File: config.mk
export PLATFORM = sky130hd
export DESIGN_NAME = drp_sample_responder
export DESIGN_NICKNAME = d
export VERILOG_FILES = /design/src/rtl/drp_sample_responder.sv
export SDC_FILE = /design/constraint.sdc
export NUM_CORES = 1
export LEC_CHECK = 0
export BUFFER_PORTS_ARGS = -buffer_cell sky130_fd_sc_hd__buf_2
export CAP_MARGIN = 25
export CORE_ASPECT_RATIO = 0.5
export CORE_MARGIN = 4
export CORE_UTILIZATION = 60
export DETAILED_ROUTE_END_ITERATION = 8
export PLACE_DENSITY = 0.8
export SYNTH_ARGS = -nofsm -noshare
export SYNTH_HDL_FRONTEND = slang
export SYNTH_SLANG_ARGS = --single-unit
File: constraint.sdc
create_clock -name CLK -period 3.1 [get_ports CLK]
set_input_delay 0.31 -clock CLK [delete_from_list [all_inputs] [get_ports CLK]]
set_output_delay 0.31 -clock CLK [all_outputs]
set_load 0.02 [all_outputs]
File: src/rtl/drp_sample_responder.sv
// drp_sample_responder: DRP slave exposing 16 aux-channel result registers (0x10-0x1F) fed by an external sampler.
// Ports:
//   CLK, RESETN                       clock, asynchronous active-low reset
//   sample_valid/chan/data            1-cycle sample strobe, aux channel, 12-bit result
//   daddr_in, den_in, dwe_in, di_in   DRP request (address, enable, write enable, write data)
//   do_out, drdy_out                  DRP read data (zero unless drdy_out) and completion pulse
//   eoc_out, channel_out              end-of-conversion pulse and {1'b1, channel} of last eoc
//   busy_out, err_out                 transaction outstanding, sticky overlap error
//   alarm_out                         OR of per-channel threshold alarms
// Optional feature: define DRP_RESP_ALARM_EN for the 0x50 threshold register and alarm_out.
module drp_sample_responder #(
  parameter int          RD_LATENCY = 2,
  parameter logic [15:0] CH_MASK    = 16'h0303
) (
  input  logic        CLK,
  input  logic        RESETN,
  input  logic        sample_valid,
  input  logic [3:0]  sample_chan,
  input  logic [11:0] sample_data,
  input  logic [6:0]  daddr_in,
  input  logic        den_in,
  input  logic        dwe_in,
  input  logic [15:0] di_in,
  output logic [15:0] do_out,
  output logic        drdy_out,
  output logic        eoc_out,
  output logic [4:0]  channel_out,
  output logic        busy_out,
  output logic        err_out,
  output logic        alarm_out
);
  typedef enum logic [1:0] {IDLE, WAIT, RESP} state_t;
  // WAIT lasts RD_LATENCY-1 cycles; the counter runs down to zero inclusive.
  localparam logic [3:0] CNT_LOAD = 4'(RD_LATENCY > 1 ? RD_LATENCY - 2 : 0);
  state_t      state_q;
  logic [3:0]  cnt_q;
  logic [15:0] res_q [16];
  logic [15:0] rd_q, do_q, rdata;
  logic        drdy_q, busy_q, err_q, eoc_q;
  logic [4:0]  chan_q;
  logic        wr;
  assign wr = sample_valid & CH_MASK[sample_chan];
  always_ff @(posedge CLK or negedge RESETN) begin
    if (!RESETN) begin
      res_q  <= '{default: '0};
      eoc_q  <= 1'b0;
      chan_q <= '0;
    end else begin
      eoc_q <= wr;
      if (wr) begin
        res_q[sample_chan] <= {sample_data, 4'h0};
        chan_q             <= {1'b1, sample_chan};
      end
    end
  end
`ifdef DRP_RESP_ALARM_EN
  logic [15:0] thr_q, alm_q;
  always_ff @(posedge CLK or negedge RESETN) begin
    if (!RESETN) begin
      thr_q <= 16'hFFF0;
      alm_q <= '0;
    end else begin
      if (state_q == IDLE && den_in && dwe_in && daddr_in == 7'h50) thr_q <= di_in;
      if (wr) alm_q[sample_chan] <= {sample_data, 4'h0} > thr_q;
    end
  end
  assign alarm_out = |alm_q;
  // Bank is read with its pre-edge value, so a same-cycle sample write is not seen.
  assign rdata = daddr_in[6:4] == 3'b001 ? res_q[daddr_in[3:0]] :
                 daddr_in == 7'h50       ? thr_q : '0;
`else
  logic unused_di;
  assign unused_di = ^di_in;
  assign alarm_out = 1'b0;
  assign rdata     = daddr_in[6:4] == 3'b001 ? res_q[daddr_in[3:0]] : '0;
`endif
  always_ff @(posedge CLK or negedge RESETN) begin
    if (!RESETN) begin
      state_q <= IDLE;
      cnt_q   <= '0;
      rd_q    <= '0;
      do_q    <= '0;
      drdy_q  <= 1'b0;
      busy_q  <= 1'b0;
      err_q   <= 1'b0;
    end else begin
      if (den_in && busy_q) err_q <= 1'b1;
      case (state_q)
        IDLE: if (den_in) begin
          busy_q <= 1'b1;
          rd_q   <= dwe_in ? '0 : rdata;
          cnt_q  <= CNT_LOAD;
          if (RD_LATENCY == 1) begin
            state_q <= RESP;
            drdy_q  <= 1'b1;
            do_q    <= dwe_in ? '0 : rdata;
          end else begin
            state_q <= WAIT;
          end
        end
        WAIT: if (cnt_q == 0) begin
          state_q <= RESP;
          drdy_q  <= 1'b1;
          do_q    <= rd_q;
        end else begin
          cnt_q <= cnt_q - 4'd1;
        end
        RESP: begin
          state_q <= IDLE;
          drdy_q  <= 1'b0;
          do_q    <= '0;
          busy_q  <= 1'b0;
        end
        default: state_q <= IDLE;
      endcase
    end
  end
  assign do_out      = do_q;
  assign drdy_out    = drdy_q;
  assign busy_out    = busy_q;
  assign err_out     = err_q;
  assign eoc_out     = eoc_q;
  assign channel_out = chan_q;
endmodule
Word-level counts from Yosys, hierarchy flattened
Memory sizes are Yosys's and may differ from the RTL's. Index checks and enable logic that the tools add are counted. Widths: inputs -> output; s select.

ROM bits: 16. Memories: 1. Bits in registers: 303. Output and inout bits: 26.

Memory list: (no name shown) (words 16, width 1, read ports 1, clocked after memory_dff 0, write ports 0, line 42) `assign wr = sample_valid & CH_MASK[sample_chan];`.

Mux-type cells: 21. Add/sub/neg operators: 1. Reductions and logical operators: 12. Bitwise gates (word level): 3. Equality and inequality tests: 6. Magnitude comparators: 4.

Operators by type and width (count): $bwmux 256 (1); $mux 16 (6); $bmux 16 s4 (1); $demux 16 s4 (1); $pmux 16 s2 (1); $ge 5x5->1 const B (2); $not 4->5 (2); $mux 4 (2); $pmux 4 s2 (1); $reduce_and 2->1 (4); $ne 2x2->1 const B (3); $reduce_bool 2->1 (3); $lt 4x5->1 const B (1); $lt 5x1->1 const B (1); $logic_not 4->1 (1); $mux 2 (2); $pmux 1 s2 (2); $pmux 2 s2 (1); $sub 4x1->4 const B (1); $eq 3x1->1 const B (1); $mux 1 (3); $reduce_and 3->1 (1); $eq 2x1->1 const B (1); $eq 2x2->1 const B (1); other kinds (3) (4).

Logic depth before layout (Yosys ltp)
Depth after elaboration: 6. Depth in mapped cells: 7. Mapped depth without buffers: 6.

Least setup slack after synthesis
OpenSTA, ideal clock, no wires.

Path kind: flip-flop to flip-flop. Start point: reg cnt_q[0]. End point: reg do_q[10], in the netlist do_out[10]. Data arrival time: 1.631 ns. Data required time: 2.979 ns. Stages on the path, launching flop included: 8. Path slack: 1.348 ns. Clock period less this slack: 1.752 ns. Setup time: 0.121 ns. Cells stage by stage: dfrtp_1 > inv_1 > ha_1 > or3b_1 > nor2_2 > nor2_1 > clkbuf_1 > a22o_1.

Word-level cells in the longest chain between the ends: 3.

RTL lines: start, declared (line 36) `logic [3:0] cnt_q;`; start signal, assigned (line 106) `cnt_q <= cnt_q - 4'd1;`; $logic_not 4->1 (line 101) `WAIT: if (cnt_q == 0) begin`; $ne 2x2->1 (no source line); $reduce_and 2->1 (no source line); end signal, assigned (line 96) `do_q <= dwe_in ? '0 : rdata;`; end signal, assigned (line 104) `do_q <= rd_q;`; end, declared (line 38) `logic [15:0] rd_q, do_q, rdata;`.

Every way passes these cells. A chain may end at the register's enable or synchronous reset.

Final worst setup path
Start point: reg cnt_q[0]. End point: reg do_q[6], in the netlist do_out[6].

The elaborated chain is that of the path after synthesis.

==> Implementation_results.wiki <==
{| class="wikitable"
! Metric !! Value
|-
| Average routed wire per standard cell || 20.74 microns
|-
| Cell Area, Placed || 8932 sq um
|-
| Detailed-router iteration count before antenna repair || 5
|-
| Final clock skew || 17.25 ps
|-
| Crit. End Element || register
|-
| Yosys top cell area share || 64.03%
|-
| Final number of hold-violating endpoints || 0
|-
| Max-slew violation total from the final report || 0
|-
| Number of fill cells || 936
|-
| Core Rows || 31
|-
| Routability cong. || 0.7584
|-
| Number of clock buffers inserted by TritonCTS || 20
|-
| Transition time at the pin with the least slew margin || 912.5 ps
|-
| Share of synthesized area occupied by flip-flops and latches || 64.03%
|-
| Endpoint of the worst register-to-register path || do_out[6]
|-
| Commonest cells after routing, fill and taps aside || 231 x dfrtp_1, 56 x mux2_2, 47 x buf_2, 26 x mux4_2, 22 x mux4_1
|-
| Synth-to-layout area growth || 6.389%
|-
| Largest area contributor in the netlist || dfrtp_1
|-
| Setup slack of the worst register-to-register path || 890 ps
|-
| Combined area of all synthesized cells || 9027 sq um
|-
| Diodes inserted || 0
|-
| Final setup violation count || 0
|-
| Cells traversed along the worst timing path || inv_1, ha_1, or3b_1, nor2_2, buf_4, nor2_1, a22o_1
|-
| Global-route wire length before repair || 25.32 mm
|-
| HPWL after detailed placement || 8.949 mm
|-
| Pin count of the biggest net entering global routing || 99
|-
| CTS tree || done
|-
| Latest clock arrival within the worst-skew pair || 490 ps
|-
| Max-slew headroom at the worst pin || 38.94%
|-
| Antenna Violating Nets Remaining || 0
|-
| Period Utilization, post-route || 71.17%
|-
| Die boundary width || 181.5 microns
|-
| Number of warnings reported in the yosys synthesis log || 0
|-
| Leakage power || 4.688 nW
|-
| Violation count after the first detailed-routing iteration || 271
|-
| Endpoint arrival time on the critical path || 2640 ps
|-
| Remaining design rule violation count || 0
|-
| Detailed Route WL || 15.16 mm
|-
| Critical Path Sink || do_out[6]
|-
| Final global-route overflow total || 0
|-
| Setup repair after global routing missed its margin || false
|-
| Launch instance of the worst register-to-register path || cnt_q[0]
|-
| Count of maximum capacitance violations || 0
|-
| Area inside the core boundary || 14580 sq um
|-
| Buffer count from post-CTS setup fixing || 0
|-
| CTS root buf || clkbuf_16
|-
| Synthesized flop and latch total || 231
|-
| Sequential standard cell area || 5781 sq um
|-
| Summed area of non-filler cells in the final layout || 9604 sq um
|-
| I/O pin count || 70
|-
| Type of the tightest min-delay check || primary input to register
|-
| Layout cell share with drive strength beyond 1 || 34.33%
|-
| Post-route non-filler standard cell count || 731
|-
| Required time worst endpoint || 3530 ps
|-
| Die outline height || 94.74 microns
|-
| Count of cell types in the netlist || 38
|-
| Total Routing Usage GR || 18.78%
|-
| Critical Path Source Type || register
|-
| Net count of the finished layout || 566
|-
| Max IR drop VDD || 0.4389 mV
|-
| Number of vias per cell after detailed routing || 5.632
|-
| Overall power of the completed layout || 6.279 mW
|-
| Clock sink total || 231
|-
| H-Tree Depth || 1
|-
| Vias post-DR || 4117
|-
| Most frequent standard cell in the layout excluding fill and tap cells || dfrtp_1
|-
| DP Cell Count || 695
|-
| Clock transition at the registers of the reported paths || 70 ps
|-
| Status || completed
|-
| Final min period || 2206 ps
|-
| R2R cell count || 7
|-
| Longest individual stage delay on the worst path || 720 ps
|-
| Initial core utilization || 61.90%
|-
| Number of cells produced by synthesis || 607
|-
| Via count of the first global-routing pass || 4632
|-
| Count of port buffers added during placement || 48
|-
| Slowest stage cell, crit path || nor2_1
|-
| Biggest area contributors in the synthesized netlist || dfrtp_1 64%, mux2_2 7.0%, mux4_2 6.5%
|-
| Worst Setup Path Type || register to register
|-
| Initial antenna violation count || 0
|-
| Startpoint of the worst setup timing path || cnt_q[0]
|-
| Total Negative Setup Slacks || 0 ps
|-
| Number of instances resized during post-cts repair || 0
|-
| Number of buffers between clock root and the deepest sink || 3
|-
| Avg Synthesized Cell Area || 14.87 sq um
|-
| Maximum clock frequency || 453.2 MHz
|-
| CP max FO || 14
|-
| Hold-fix buffer count after cts || 1
|-
| Pwr Density || 653.8 nW/um^2
|-
| Multi-input gate area || 2539 sq um
|-
| Die ar. || 17190 sq um
|}
==> through the flow <==
step / util [%] / hold WS (ps) / setup WS (ps)
2_1_floorplan: - / 14.41 / 1348
3_3_place_gp: 61.25 / 356.9 / 943.6
3_5_place_dp: 61.25 / 357.7 / 955.0
4_1_cts: 65.78 / 20.87 / 897.7
5_1_grt: 65.85 / 28.17 / 730.7
6_report: 65.85 / 37.84 / 893.6
==> Yosys cell counts, drive strengths merged <==
cell type,n
buf,22
mux2,61
conb,1
inv,6
a21oi,1
nand4bb,1
nor2b,3
nand3,6
nor2,7
mux2i,12
nor3b,2
o31ai,1
a21o,1
or2,1
dfrtp,231
xor2,2
a22o,12
nor3,2
and3,1
nand2,3
clkbuf,149
or3,2
nand2b,1
or3b,1
nand3b,1
mux4,48
o21ai,16
ha,1
a22oi,12
==> area by class of cell <==
| cell class | count | share of cell area [%] |
|---|---|---|
| Timing Repair Buffer | 59 | 3.791 |
| Clock buffer | 27 | 6.123 |
| Multi-Input combinational cell | 203 | 26.43 |
| Sequential cell | 231 | 60.19 |
| Inverter | 6 | 0.2345 |
| Tap cell | 198 | 2.579 |
| Clock inverter | 7 | 0.6514 |
==> where the power goes <==
part | switching, mW | leakage, nW | internal (mW)
registers | 0.0869 | 3.12 | 3.18
logic | 0.281 | 1.24 | 0.259
clock network | 1.06 | 0.324 | 1.41
==> worst min-delay path by stage <==
stage	slack, ps	start	depth (start not counted)	to
2_1_floorplan	10	RESETN	0	busy_out
3_3_place_gp	360	res_q[204]	0	res_q[204]
3_5_place_dp	360	res_q[198]	0	res_q[198]
4_1_cts	20	sample_chan[1]	2	eoc_out
5_1_grt	30	sample_chan[1]	2	eoc_out
6_report	40	sample_chan[1]	2	eoc_out
==> registers in the layout (all words and copies together), names as in the netlist <==
signal	flops
busy_out	1
channel_out	5
cnt_q	4
do_out	12
drdy_out	1
eoc_out	1
err_out	1
rd_q	12
res_q	192
state_q	2
==> cells by family (layout without fill, tap and decap cells) <==
group | after synthesis | count (layout) | share of synthesized area [%]
buffers and inverters | 177 | 99 | 8.066
other | 1 | 5 | 0.04154
flip-flops | 231 | 231 | 64.03
AND/OR/NAND/NOR | 31 | 31 | 2.093
AO/OA/AOI/OAI | 43 | 43 | 3.604
adder cells (fa/ha/maj) | 1 | 1 | 0.1386
XOR/XNOR | 2 | 2 | 0.1941
multiplexers | 121 | 121 | 21.83
==> routing by layer <==
metal	wire length, microns	part of all wire, %	track usage [%]
met1	7100	47	28.43
met2	7003	46	28.72
met3	746	4.9	4.078
met4	312	2.1	4.370
met5	0	0	0
==> critical path, delay by kind of cell (launching register included) <==
kind	cells	cell delay, ps
compound gates	1	250
fa+ha+maj	1	210
buf+inv	2	250
flops	1	380
simple gates	3	1060
No activity file was read; power rests on OpenSTA's default activity.
